===== config.mk =====
export PLATFORM = sky130hd
export DESIGN_NAME = inference_test_scheduler_flat
export DESIGN_NICKNAME = d
export VERILOG_FILES = /design/src/rtl/inference_test_scheduler_pkg.sv /design/src/rtl/inference_test_scheduler_if.sv /design/src/rtl/inference_test_scheduler_argmax.sv /design/src/rtl/inference_test_scheduler.sv /design/src/flat_wrapper.sv
export SDC_FILE = /design/constraint.sdc
export NUM_CORES = 1
export LEC_CHECK = 0
export ABC_AREA = 1
export CAP_MARGIN = 20
export CORE_MARGIN = 4
export CORE_UTILIZATION = 50
export DETAILED_ROUTE_END_ITERATION = 12
export PLACE_DENSITY = 0.79
export RECOVER_POWER = 25
export SYNTH_ARGS = -nofsm -noshare
export SYNTH_HDL_FRONTEND = slang
export SYNTH_SLANG_ARGS = --single-unit

===== constraint.sdc =====
create_clock -name clk -period 13 [get_ports clk]
set_input_delay 2.6 -clock clk [delete_from_list [all_inputs] [get_ports clk]]
set_output_delay 2.6 -clock clk [all_outputs]
set_load 0.05 [all_outputs]

===== src/rtl/inference_test_scheduler_pkg.sv =====
// Shared types and defaults for the inference test scheduler.
// Holds the controller state encoding and the class code reported on engine timeout.
package infer_sched_pkg;

    localparam int DEF_DATA_WIDTH      = 16;
    localparam int DEF_NUM_CLASSES     = 15;
    localparam int DEF_PIXELS_PER_TEST = 1000;
    localparam int DEF_TIMEOUT_CYCLES  = 4096;

    localparam logic [3:0] TIMEOUT_CLASS = 4'hF;

    typedef enum logic [2:0] {
        IDLE,
        ARM,
        FEED,
        WAIT,
        SCAN,
        REPORT,
        DONE
    } state_t;

endpackage


===== src/rtl/inference_test_scheduler_if.sv =====
// Pixel source, inference engine and result sink signals of the scheduler.
// The master modport is the scheduler side; slave is the environment side.
interface inference_test_scheduler_if #(
    parameter int DATA_WIDTH  = 16,
    parameter int NUM_CLASSES = 15
);
    logic                                 pix_valid;
    logic [DATA_WIDTH-1:0]                pix_data;
    logic                                 pix_ready;

    logic                                 eng_en;
    logic [3:0]                           eng_test_id;
    logic [DATA_WIDTH-1:0]                eng_pixel;
    logic signed [NUM_CLASSES*DATA_WIDTH-1:0] eng_scores;
    logic                                 eng_valid;

    logic                                 res_valid;
    logic                                 res_ready;
    logic [3:0]                           res_test_id;
    logic [3:0]                           res_class;
    logic signed [DATA_WIDTH-1:0]         res_score;
    logic                                 res_pass;

    modport master (
        input  pix_valid, pix_data, eng_scores, eng_valid, res_ready,
        output pix_ready, eng_en, eng_test_id, eng_pixel,
               res_valid, res_test_id, res_class, res_score, res_pass
    );

    modport slave (
        output pix_valid, pix_data, eng_scores, eng_valid, res_ready,
        input  pix_ready, eng_en, eng_test_id, eng_pixel,
               res_valid, res_test_id, res_class, res_score, res_pass
    );
endinterface


===== src/rtl/inference_test_scheduler_argmax.sv =====
// Sequential argmax: examines one signed score per step, lowest index wins ties.
// scan_done flags the step that examines the last class.
module argmax_scanner #(
    parameter int DATA_WIDTH  = 16,
    parameter int NUM_CLASSES = 15
) (
    input  logic                               clk,
    input  logic                               rst,
    input  logic                               load,
    input  logic                               step,
    input  logic [NUM_CLASSES*DATA_WIDTH-1:0]  scores,
    output logic [3:0]                         best_idx,
    output logic signed [DATA_WIDTH-1:0]       best_val,
    output logic                               scan_done
);
    localparam logic [3:0] LAST_IDX = 4'(NUM_CLASSES - 1);

    logic [3:0]                   idx;
    logic signed [DATA_WIDTH-1:0] cur;

    always_comb begin
        cur       = $signed(scores[int'(idx)*DATA_WIDTH +: DATA_WIDTH]);
        scan_done = step && (idx == LAST_IDX);
    end

    always_ff @(posedge clk or posedge rst) begin
        if (rst) begin
            idx      <= '0;
            best_idx <= '0;
            best_val <= '0;
        end else if (load) begin
            idx      <= '0;
            best_idx <= '0;
            best_val <= '0;
        end else if (step) begin
            // Index 0 seeds the running best; later entries must be strictly greater.
            if ((idx == '0) || (cur > best_val)) begin
                best_idx <= idx;
                best_val <= cur;
            end
            idx <= scan_done ? '0 : idx + 4'd1;
        end
    end
endmodule


===== src/rtl/inference_test_scheduler.sv =====
// Runs a sequence of inference tests: streams pixels to the engine, waits for scores,
// picks the winning class and reports pass/fail per test with a saturating pass count.
module inference_test_scheduler
    import infer_sched_pkg::*;
#(
    parameter int DATA_WIDTH      = DEF_DATA_WIDTH,
    parameter int NUM_CLASSES     = DEF_NUM_CLASSES,
    parameter int PIXELS_PER_TEST = DEF_PIXELS_PER_TEST,
    parameter int TIMEOUT_CYCLES  = DEF_TIMEOUT_CYCLES
) (
    input  logic                       clk,
    input  logic                       rst,
    input  logic                       start,
    input  logic                       abort,
    input  logic [3:0]                 num_tests,
    output logic                       busy,
    output logic                       done,
    output logic [4:0]                 pass_count,
    output logic                       timeout_err,
    inference_test_scheduler_if.master bus
);
    localparam int PIX_W  = $clog2(PIXELS_PER_TEST + 1);
    localparam int WAIT_W = $clog2(TIMEOUT_CYCLES + 1);
    localparam logic [PIX_W-1:0]  PIX_LAST  = PIX_W'(PIXELS_PER_TEST - 1);
    localparam logic [WAIT_W-1:0] WAIT_LAST = WAIT_W'(TIMEOUT_CYCLES - 1);

    state_t state, state_nxt;

    logic [3:0]                          test_idx;
    logic [3:0]                          n_tests;
    logic [PIX_W-1:0]                    pix_cnt;
    logic [WAIT_W-1:0]                   wait_cnt;
    logic [NUM_CLASSES*DATA_WIDTH-1:0]   scores_q;
    logic                                timed_out;

    logic                                accept, wait_expire, res_fire, more;
    logic                                scan_load, scan_step, scan_done;
    logic [3:0]                          best_idx, res_class_i;
    logic signed [DATA_WIDTH-1:0]        best_val;

    argmax_scanner #(
        .DATA_WIDTH (DATA_WIDTH),
        .NUM_CLASSES(NUM_CLASSES)
    ) u_scan (
        .clk      (clk),
        .rst      (rst),
        .load     (scan_load),
        .step     (scan_step),
        .scores   (scores_q),
        .best_idx (best_idx),
        .best_val (best_val),
        .scan_done(scan_done)
    );

    always_ff @(posedge clk or posedge rst) begin
        if (rst) state <= IDLE;
        else     state <= state_nxt;
    end

    always_comb begin
        accept      = (state == FEED) && bus.pix_valid;
        wait_expire = (state == WAIT) && !bus.eng_valid && (wait_cnt == WAIT_LAST);
        res_fire    = (state == REPORT) && bus.res_ready;
        more        = ({1'b0, test_idx} + 5'd1) < {1'b0, n_tests};
        scan_load   = (state == WAIT) && bus.eng_valid;
        scan_step   = (state == SCAN);
        res_class_i = timed_out ? TIMEOUT_CLASS : best_idx;

        state_nxt = state;
        case (state)
            IDLE:    if (start) state_nxt = (num_tests != '0) ? ARM : DONE;
            ARM:     state_nxt = FEED;
            FEED:    if (accept && (pix_cnt == PIX_LAST)) state_nxt = WAIT;
            WAIT:    if (bus.eng_valid) state_nxt = SCAN;
                     else if (wait_expire) state_nxt = REPORT;
            SCAN:    if (scan_done) state_nxt = REPORT;
            REPORT:  if (res_fire) state_nxt = more ? ARM : DONE;
            DONE:    state_nxt = IDLE;
            default: state_nxt = IDLE;
        endcase
        if (abort && (state != IDLE)) state_nxt = IDLE;

        busy            = (state != IDLE);
        done            = (state == DONE);
        bus.pix_ready   = (state == FEED);
        bus.eng_en      = (state == ARM) || (state == FEED);
        bus.eng_test_id = (state == IDLE) ? 4'd0 : test_idx;
        // A zero pixel would be indistinguishable from "no pixel" on eng_pixel, so it is sent as 1.
        bus.eng_pixel   = accept ? ((bus.pix_data == '0) ? DATA_WIDTH'(1) : bus.pix_data) : '0;
        bus.res_valid   = (state == REPORT);
        bus.res_test_id = (state == REPORT) ? test_idx : 4'd0;
        bus.res_class   = (state == REPORT) ? res_class_i : 4'd0;
        bus.res_score   = ((state == REPORT) && !timed_out) ? best_val : '0;
        bus.res_pass    = (state == REPORT) && (res_class_i == test_idx);
    end

    always_ff @(posedge clk or posedge rst) begin
        if (rst) begin
            test_idx    <= '0;
            n_tests     <= '0;
            pix_cnt     <= '0;
            wait_cnt    <= '0;
            scores_q    <= '0;
            timed_out   <= 1'b0;
            pass_count  <= '0;
            timeout_err <= 1'b0;
        end else begin
            case (state)
                IDLE: if (start) begin
                    n_tests     <= num_tests;
                    test_idx    <= '0;
                    pass_count  <= '0;
                    timeout_err <= 1'b0;
                end
                ARM: begin
                    pix_cnt   <= '0;
                    wait_cnt  <= '0;
                    timed_out <= 1'b0;
                end
                FEED: if (accept) pix_cnt <= (pix_cnt == PIX_LAST) ? '0 : pix_cnt + 1'b1;
                WAIT: begin
                    if (bus.eng_valid) begin
                        scores_q <= bus.eng_scores;
                    end else if (wait_expire) begin
                        timeout_err <= 1'b1;
                        timed_out   <= 1'b1;
                    end else begin
                        wait_cnt <= wait_cnt + 1'b1;
                    end
                end
                REPORT: if (res_fire) begin
                    if ((res_class_i == test_idx) && (pass_count != 5'd31))
                        pass_count <= pass_count + 5'd1;
                    if (more) test_idx <= test_idx + 4'd1;
                end
                default: ;
            endcase
        end
    end
endmodule


===== src/flat_wrapper.sv =====
// flat-port wrapper written by rule: the top's interface ports become plain ports
module inference_test_scheduler_flat import infer_sched_pkg::*;
#(
    parameter int DATA_WIDTH      = DEF_DATA_WIDTH,
    parameter int NUM_CLASSES     = DEF_NUM_CLASSES,
    parameter int PIXELS_PER_TEST = DEF_PIXELS_PER_TEST,
    parameter int TIMEOUT_CYCLES  = DEF_TIMEOUT_CYCLES
)
  (clk, rst, start, abort, num_tests, busy, done, pass_count, timeout_err, bus_pix_valid, bus_pix_data, bus_eng_scores, bus_eng_valid, bus_res_ready, bus_pix_ready, bus_eng_en, bus_eng_test_id, bus_eng_pixel, bus_res_valid, bus_res_test_id, bus_res_class, bus_res_score, bus_res_pass);
  inference_test_scheduler_if #(.DATA_WIDTH(DATA_WIDTH), .NUM_CLASSES(NUM_CLASSES)) bus_i ();
  input  logic clk;
  input  logic rst;
  input  logic start;
  input  logic abort;
  input  logic [3:0] num_tests;
  output logic busy;
  output logic done;
  output logic [4:0] pass_count;
  output logic timeout_err;
  input wire logic [$bits(bus_i.pix_valid)-1:0] bus_pix_valid;
  input wire logic [$bits(bus_i.pix_data)-1:0] bus_pix_data;
  input wire logic [$bits(bus_i.eng_scores)-1:0] bus_eng_scores;
  input wire logic [$bits(bus_i.eng_valid)-1:0] bus_eng_valid;
  input wire logic [$bits(bus_i.res_ready)-1:0] bus_res_ready;
  output wire logic [$bits(bus_i.pix_ready)-1:0] bus_pix_ready;
  output wire logic [$bits(bus_i.eng_en)-1:0] bus_eng_en;
  output wire logic [$bits(bus_i.eng_test_id)-1:0] bus_eng_test_id;
  output wire logic [$bits(bus_i.eng_pixel)-1:0] bus_eng_pixel;
  output wire logic [$bits(bus_i.res_valid)-1:0] bus_res_valid;
  output wire logic [$bits(bus_i.res_test_id)-1:0] bus_res_test_id;
  output wire logic [$bits(bus_i.res_class)-1:0] bus_res_class;
  output wire logic [$bits(bus_i.res_score)-1:0] bus_res_score;
  output wire logic [$bits(bus_i.res_pass)-1:0] bus_res_pass;
  assign bus_i.pix_valid = bus_pix_valid;
  assign bus_i.pix_data = bus_pix_data;
  assign bus_i.eng_scores = bus_eng_scores;
  assign bus_i.eng_valid = bus_eng_valid;
  assign bus_i.res_ready = bus_res_ready;
  assign bus_pix_ready = bus_i.pix_ready;
  assign bus_eng_en = bus_i.eng_en;
  assign bus_eng_test_id = bus_i.eng_test_id;
  assign bus_eng_pixel = bus_i.eng_pixel;
  assign bus_res_valid = bus_i.res_valid;
  assign bus_res_test_id = bus_i.res_test_id;
  assign bus_res_class = bus_i.res_class;
  assign bus_res_score = bus_i.res_score;
  assign bus_res_pass = bus_i.res_pass;
  inference_test_scheduler #(.DATA_WIDTH(DATA_WIDTH), .NUM_CLASSES(NUM_CLASSES), .PIXELS_PER_TEST(PIXELS_PER_TEST), .TIMEOUT_CYCLES(TIMEOUT_CYCLES)) u_core (.clk(clk), .rst(rst), .start(start), .abort(abort), .num_tests(num_tests), .busy(busy), .done(done), .pass_count(pass_count), .timeout_err(timeout_err), .bus(bus_i));
endmodule

---- Yosys cells after proc, flatten, opt, wreduce, memory -nomap -nowiden ----
Index checks and enable logic that the tools add are counted.
W data, S select, Z words.
cells by class
  equal/unequal tests ..................... 24
  reductions and logical operators ........ 36
  add/subtract/negate cells ............... 6
  $lt $le $gt $ge ......................... 2
  shift-type cells ........................ 1
  multiplexer cells ....................... 45
operator list
  cell                     count
  $shiftx A240 B9 Y16      1
  $mux W16                 6
  $mux W4                  13
  $mux W3                  9
  $mux W13                 2
  $pmux W13 S2             1
  $mux W10                 2
  $pmux W10 S2             1
  $pmux W3 S6              1
  $gt A16 B16 Y1           1
  $logic_not A16 Y1        1
  $mux W5                  3
  $add A13 B1 Y13 const B  1
  $eq A13 B12 Y1 const B   1
  $reduce_and A4 Y1        3
  $reduce_bool A2 Y1       6
  $logic_and A1 B1 Y1      11
  $add A10 B1 Y10 const B  1
  $eq A10 B10 Y1 const B   1
  $ne A2 B1 Y1 const B     5
  $pmux W5 S2              1
  $eq A3 B3 Y1 const B     3
  $ne A3 B1 Y1 const B     3
  $add A4 B1 Y4 const B    2
  other kinds (23)         35
word-level totals
  output and inout bits ................... 56
  bits of input ports ..................... 267
  logic and storage cells ................. 126
  register bits ........................... 305

---- Depth between registers and ports, before layout ----
  word-level depth ........................ 7
  mapped depth ............................ 25
  gate-level depth less buffers ........... 23

---- Modules after synthesis ----
Synthesis repeated with hierarchy kept, for this count alone.
second synthesis, totals
  cell total of the unflattened synthesis .. 2,102
  area, all modules ....................... 15,806.4 um^2
by module, submodules not included
  module                    sequential area each (um^2)  cells each  area each (um^2)  times used
  inference_test_scheduler  7,031.7                      1,489       12,066.6          1
  argmax_scanner            600.6                        613         3,739.8           1

---- Least setup slack after synthesis ----
Ideal clock, no wire load.
  kind .................................... input to output
  from .................................... in bus_pix_data[9]
  to ...................................... out bus_eng_pixel[0]
  cell stages on the path ................. 3
  path buffers ............................ 0
  path slack .............................. 6.660 ns
  arrival ................................. 3.740 ns
  data required time ...................... 10.400 ns
  path through ............................ nor4_1 > nand4_1 > a21oi_1
between the ends
  longest elaborated chain between the ends .. 3
RTL lines
  element                 RTL line                        RTL
  start, declared         flat_wrapper.sv:21              input wire logic [$bits(bus_i.pix_data)-1:0] bus_pix_data;
  $logic_not A16 Y1       inference_test_scheduler.sv:89  bus.eng_pixel = accept ? ((bus.pix_data == '0) ? DATA_WIDTH'(1) : bus.pix_data) : '0;
  $mux W16 (2 in series)  inference_test_scheduler.sv:89
  end, declared           flat_wrapper.sv:28              output wire logic [$bits(bus_i.eng_pixel)-1:0] bus_eng_pixel;
No other way between the ends.

---- Final worst setup path ----
  from .................................... in bus_eng_valid
  to ...................................... reg u_core.u_scan.best_idx[1]
between the ends
  longest elaborated chain between the ends .. 3
  elaborated cells on any way between the ends .. 5
  those cells by class .................... mux: 1; reduce/logical: 4
RTL lines
  element                       RTL line                               RTL
  start, declared               flat_wrapper.sv:23                     input wire logic [$bits(bus_i.eng_valid)-1:0] bus_eng_valid;
  $logic_and A1 B1 Y1 *         inference_test_scheduler.sv:65         scan_load = (state == WAIT) && bus.eng_valid;
  $reduce_bool A2 Y1 (no line)  --
  $reduce_and A2 Y1 (no line)   --
  end signal, assigned          inference_test_scheduler_argmax.sv:38  best_idx <= idx;
  end, declared                 inference_test_scheduler_argmax.sv:12  output logic [3:0] best_idx,
Mark *: on every way between the ends. The rest lies on a longest branch, timed or not.
A chain may end at the register's enable or synchronous reset.

==> flow_metrics.env <==
export IMPL_status="finished with violations"
export IMPL_violations="max-capacitance violations, max-slew violations"
export IMPL_critPathKind="in -> reg"
export IMPL_initial_utilization=0.511
export IMPL_post_cts_buffers=0
export IMPL_viasPerCell=5.35
export IMPL_first_pass_iters=5
export IMPL_yosysUniqueCellTypes=43
export IMPL_cpMostUsedCell="nand2_1"
export IMPL_finClkSkew_ps=29.7
export IMPL_die_area_um2=33500
export IMPL_syn_area_per_cell_um2=7.49
export IMPL_layout_nets=2606
export IMPL_worst_slew_pin_slew_ps=4390
export IMPL_root_buffer="clkbuf_16"
export IMPL_cts_tree="done"
export IMPL_cts_sinks=305
export IMPL_grt_max_degree=116
export IMPL_antenna_found_initial=1
export IMPL_reg2reg_slack_ps=5960
export IMPL_die_x_um=183
export IMPL_grtUsageMet1=0.390
export IMPL_power_density_nw_per_um2=227
export IMPL_maxCapViolations=3
export IMPL_yosysWarnings=0
export IMPL_use_met3=0.0512
export IMPL_routabilityCongestion=0.919
export IMPL_grtUsageMet2=0.448
export IMPL_cts_hold_buf=0
export IMPL_synth_top_area_share=0.498
export IMPL_drive_gt1_frac=0.0415
export IMPL_synth_area_leaders="dfrtp_1, nand2_1, nor2_1"
export IMPL_routed_wl_mm=47.5
export IMPL_finalHoldViolations=0
export IMPL_rows=63
export IMPL_startpoint_type="input pin"
export IMPL_fin_crit_ps=9040
export IMPL_multi_input_area_um2=6660
export IMPL_min_period_over_period=0.695
export IMPL_area_growth_pct=29.8
export IMPL_synth_edf_count=0
export IMPL_hp_class="reg -> reg"
export IMPL_die_h_um=183
export IMPL_syn_inst=2045
export IMPL_dpl_hpwl_mm=33.4
export IMPL_finalMaxSlewViolations=263
export IMPL_synth_seq_cells=305
export IMPL_num_vias=14581
export IMPL_vdd_drop_max_mv=0.114
export IMPL_clk_path_buf_depth=3
export IMPL_crit_arrival_ps=9430
export IMPL_core_area_um2=30000
export IMPL_route_detailed_drc=0
export IMPL_fmax_mhz=111
export IMPL_cts_buffers=34
export IMPL_synth_main_ff_cell="dfrtp_1"
export IMPL_drtIter0Drc=1345
export IMPL_worst_path_largest_cell_delay_ps=2990
export IMPL_diodes=0
export IMPL_setup_violations=0
export IMPL_syn_cell_area_um2=15300
export IMPL_path_cells="dlygate4sd3_1 > inv_1 > nor2_4 > clkbuf_1 > inv_6 > nand2_2 > nand2_1 > nand2_1 > nand2_1"
export IMPL_relSlewSlack=-1.94
export IMPL_ys_seq_area_frac=0.498
export IMPL_fill_cells=2563
export IMPL_clk_latency_ps=520
export IMPL_cts_max_level=2
export IMPL_ant_nets=0
export IMPL_grt_overflow=0
export IMPL_fin_tns_setup_ps=0
export IMPL_finalPower_uw=4510
export IMPL_cp_required_ps=13390
export IMPL_grt_pass1_vias=14380
export IMPL_io_pin_count=323
export IMPL_leakagePower_uw=0.00972
export IMPL_track_usage=0.278
export IMPL_yosys_area_top_type="dfrtp_1"
export IMPL_clk_pin_slew_ps=60
export IMPL_critPathSlowestCell="clkbuf_1"
export IMPL_cp_max_fo=105
export IMPL_end_kind="flop"
export IMPL_grt_busiest_layer="met2"
export IMPL_syn_nets=2339
export IMPL_wl_per_cell_um=17.4
export IMPL_io_buffers=322
export IMPL_grt_setup_unrepaired="false"
export IMPL_post_cts_resized=0
export IMPL_seqCellArea_um2=7640
export IMPL_grt_pass1_wl_mm=75.3
export IMPL_async_reset_ff_frac=1.00
==> Yosys cell counts (all sizes together) (2+ instances only) <==
master and instances:
a211oi 2, inv 124, ha 27, clkbuf 36, nand3 95, xor2 14
buf 69, nor4 6, a21oi 28, a22oi 7, o221ai 2, dfrtp 305
nor3 18, nand4 38, o21ai 116, o22ai 3, nor2 165, a31oi 3
o211ai 24, nand2 954, nor3b 3
==> stage by stage <==
step                cell area [µm²]  hold slack (ps)  setup slack [ps]  cells   util
global route                  19900              477              3160   2727  0.663
detailed placement            18700              453              5770   2664  0.623
CTS                           19900              468              5770   2725  0.664
global placement              18700              449              5830   2664  0.623
finish                        19900              465              3960   2727  0.663
floorplan                     15300              437              1970   2045      -
==> power breakdown <==
group | internal [µW] | switching, µW | total [µW]
Clock | 654 | 396 | 1050
Combinational | 628 | 1210 | 1830
Sequential | 1340 | 282 | 1630
==> flip-flops by register name (all words and copies together) (netlist names) <==
register                flops
u_core.test_idx             4
u_core.scores_q           240
u_core.u_scan.idx           4
u_core.u_scan.best_idx      4
u_core.pass_count           5
u_core.timed_out            1
u_core.wait_cnt            13
u_core.state                3
u_core.u_scan.best_val     16
u_core.pix_cnt             10
u_core.timeout_err          1
u_core.n_tests              4
==> critical path: cells and delay by family <==
kind / cells / cell delay [ps]
buf+inv: 4 / 4830
simple gates: 5 / 1900
==> worst paths after layout <==
check                                   start                   endpoint  cells past startpoint
max                             bus_eng_valid  u_core.u_scan.best_idx[1]                      9
min                        u_core.scores_q[8]         u_core.scores_q[8]                      2
max reg2reg                   u_core.state[1]  u_core.u_scan.best_idx[1]                      8
min reg2reg                u_core.scores_q[8]         u_core.scores_q[8]                      2
max in group asynchronous                 rst       u_core.u_scan.idx[0]                      3
min in group asynchronous                 rst        u_core.scores_q[38]                      2
==> per-layer routing <==
layer | vias up | wire [µm]
met4 | 2 | 1450
met5 | - | 13
met2 | 631 | 21900
met1 | 6873 | 20100
li1 | 6987 | -
met3 | 88 | 4010
==> cells in the final DEF, fill, tap and decap left out, types with 2 or more instances in the layout <==
cell type | synthesis | final
dlygate4sd3_1 | 0 | 5
a22oi_1 | 7 | 7
nor3b_1 | 3 | 3
clkbuf_8 | 0 | 9
nand2_1 | 944 | 949
inv_6 | 0 | 4
nand3_1 | 93 | 94
nor2_1 | 161 | 163
clkinvlp_4 | 0 | 2
a21oi_1 | 26 | 28
clkinv_2 | 0 | 5
buf_4 | 0 | 10
clkdlybuf4s50_1 | 0 | 317
inv_2 | 12 | 9
xor2_1 | 14 | 14
nand4_1 | 38 | 38
clkbuf_1 | 36 | 3
dfrtp_1 | 305 | 303
bufinv_16 | 0 | 6
o21ai_0 | 114 | 115
buf_16 | 0 | 2
a31oi_1 | 3 | 3
nand2_2 | 6 | 4
o221ai_1 | 2 | 2
inv_1 | 112 | 113
nor3_1 | 14 | 15
nor3_4 | 2 | 2
nor4_1 | 6 | 6
clkbuf_16 | 0 | 34
o211ai_1 | 24 | 24
ha_1 | 27 | 27
o22ai_1 | 3 | 3
nor2_4 | 3 | 2
==> kinds of logic after synthesis <==
kind of cell,synth area share
and+or+nand+nor,0.339
buffers and inverters,0.0619
xor gates and xnor gates,0.00801
AOI/OAI and AO/OA,0.0704
adders and majority gates,0.0221
DFF,0.498
==> layout make-up <==
| class | instances | area share |
|---|---|---|
| clock buffers | 44 | 0.0493 |
| clock inverters | 17 | 0.0132 |
| inverters | 125 | 0.0239 |
| multi-input cells | 1510 | 0.335 |
| flip-flops and latches | 305 | 0.384 |
| well taps | 390 | 0.0246 |
| repair buffers | 336 | 0.169 |
No activity file was read; power rests on OpenSTA's default activity.
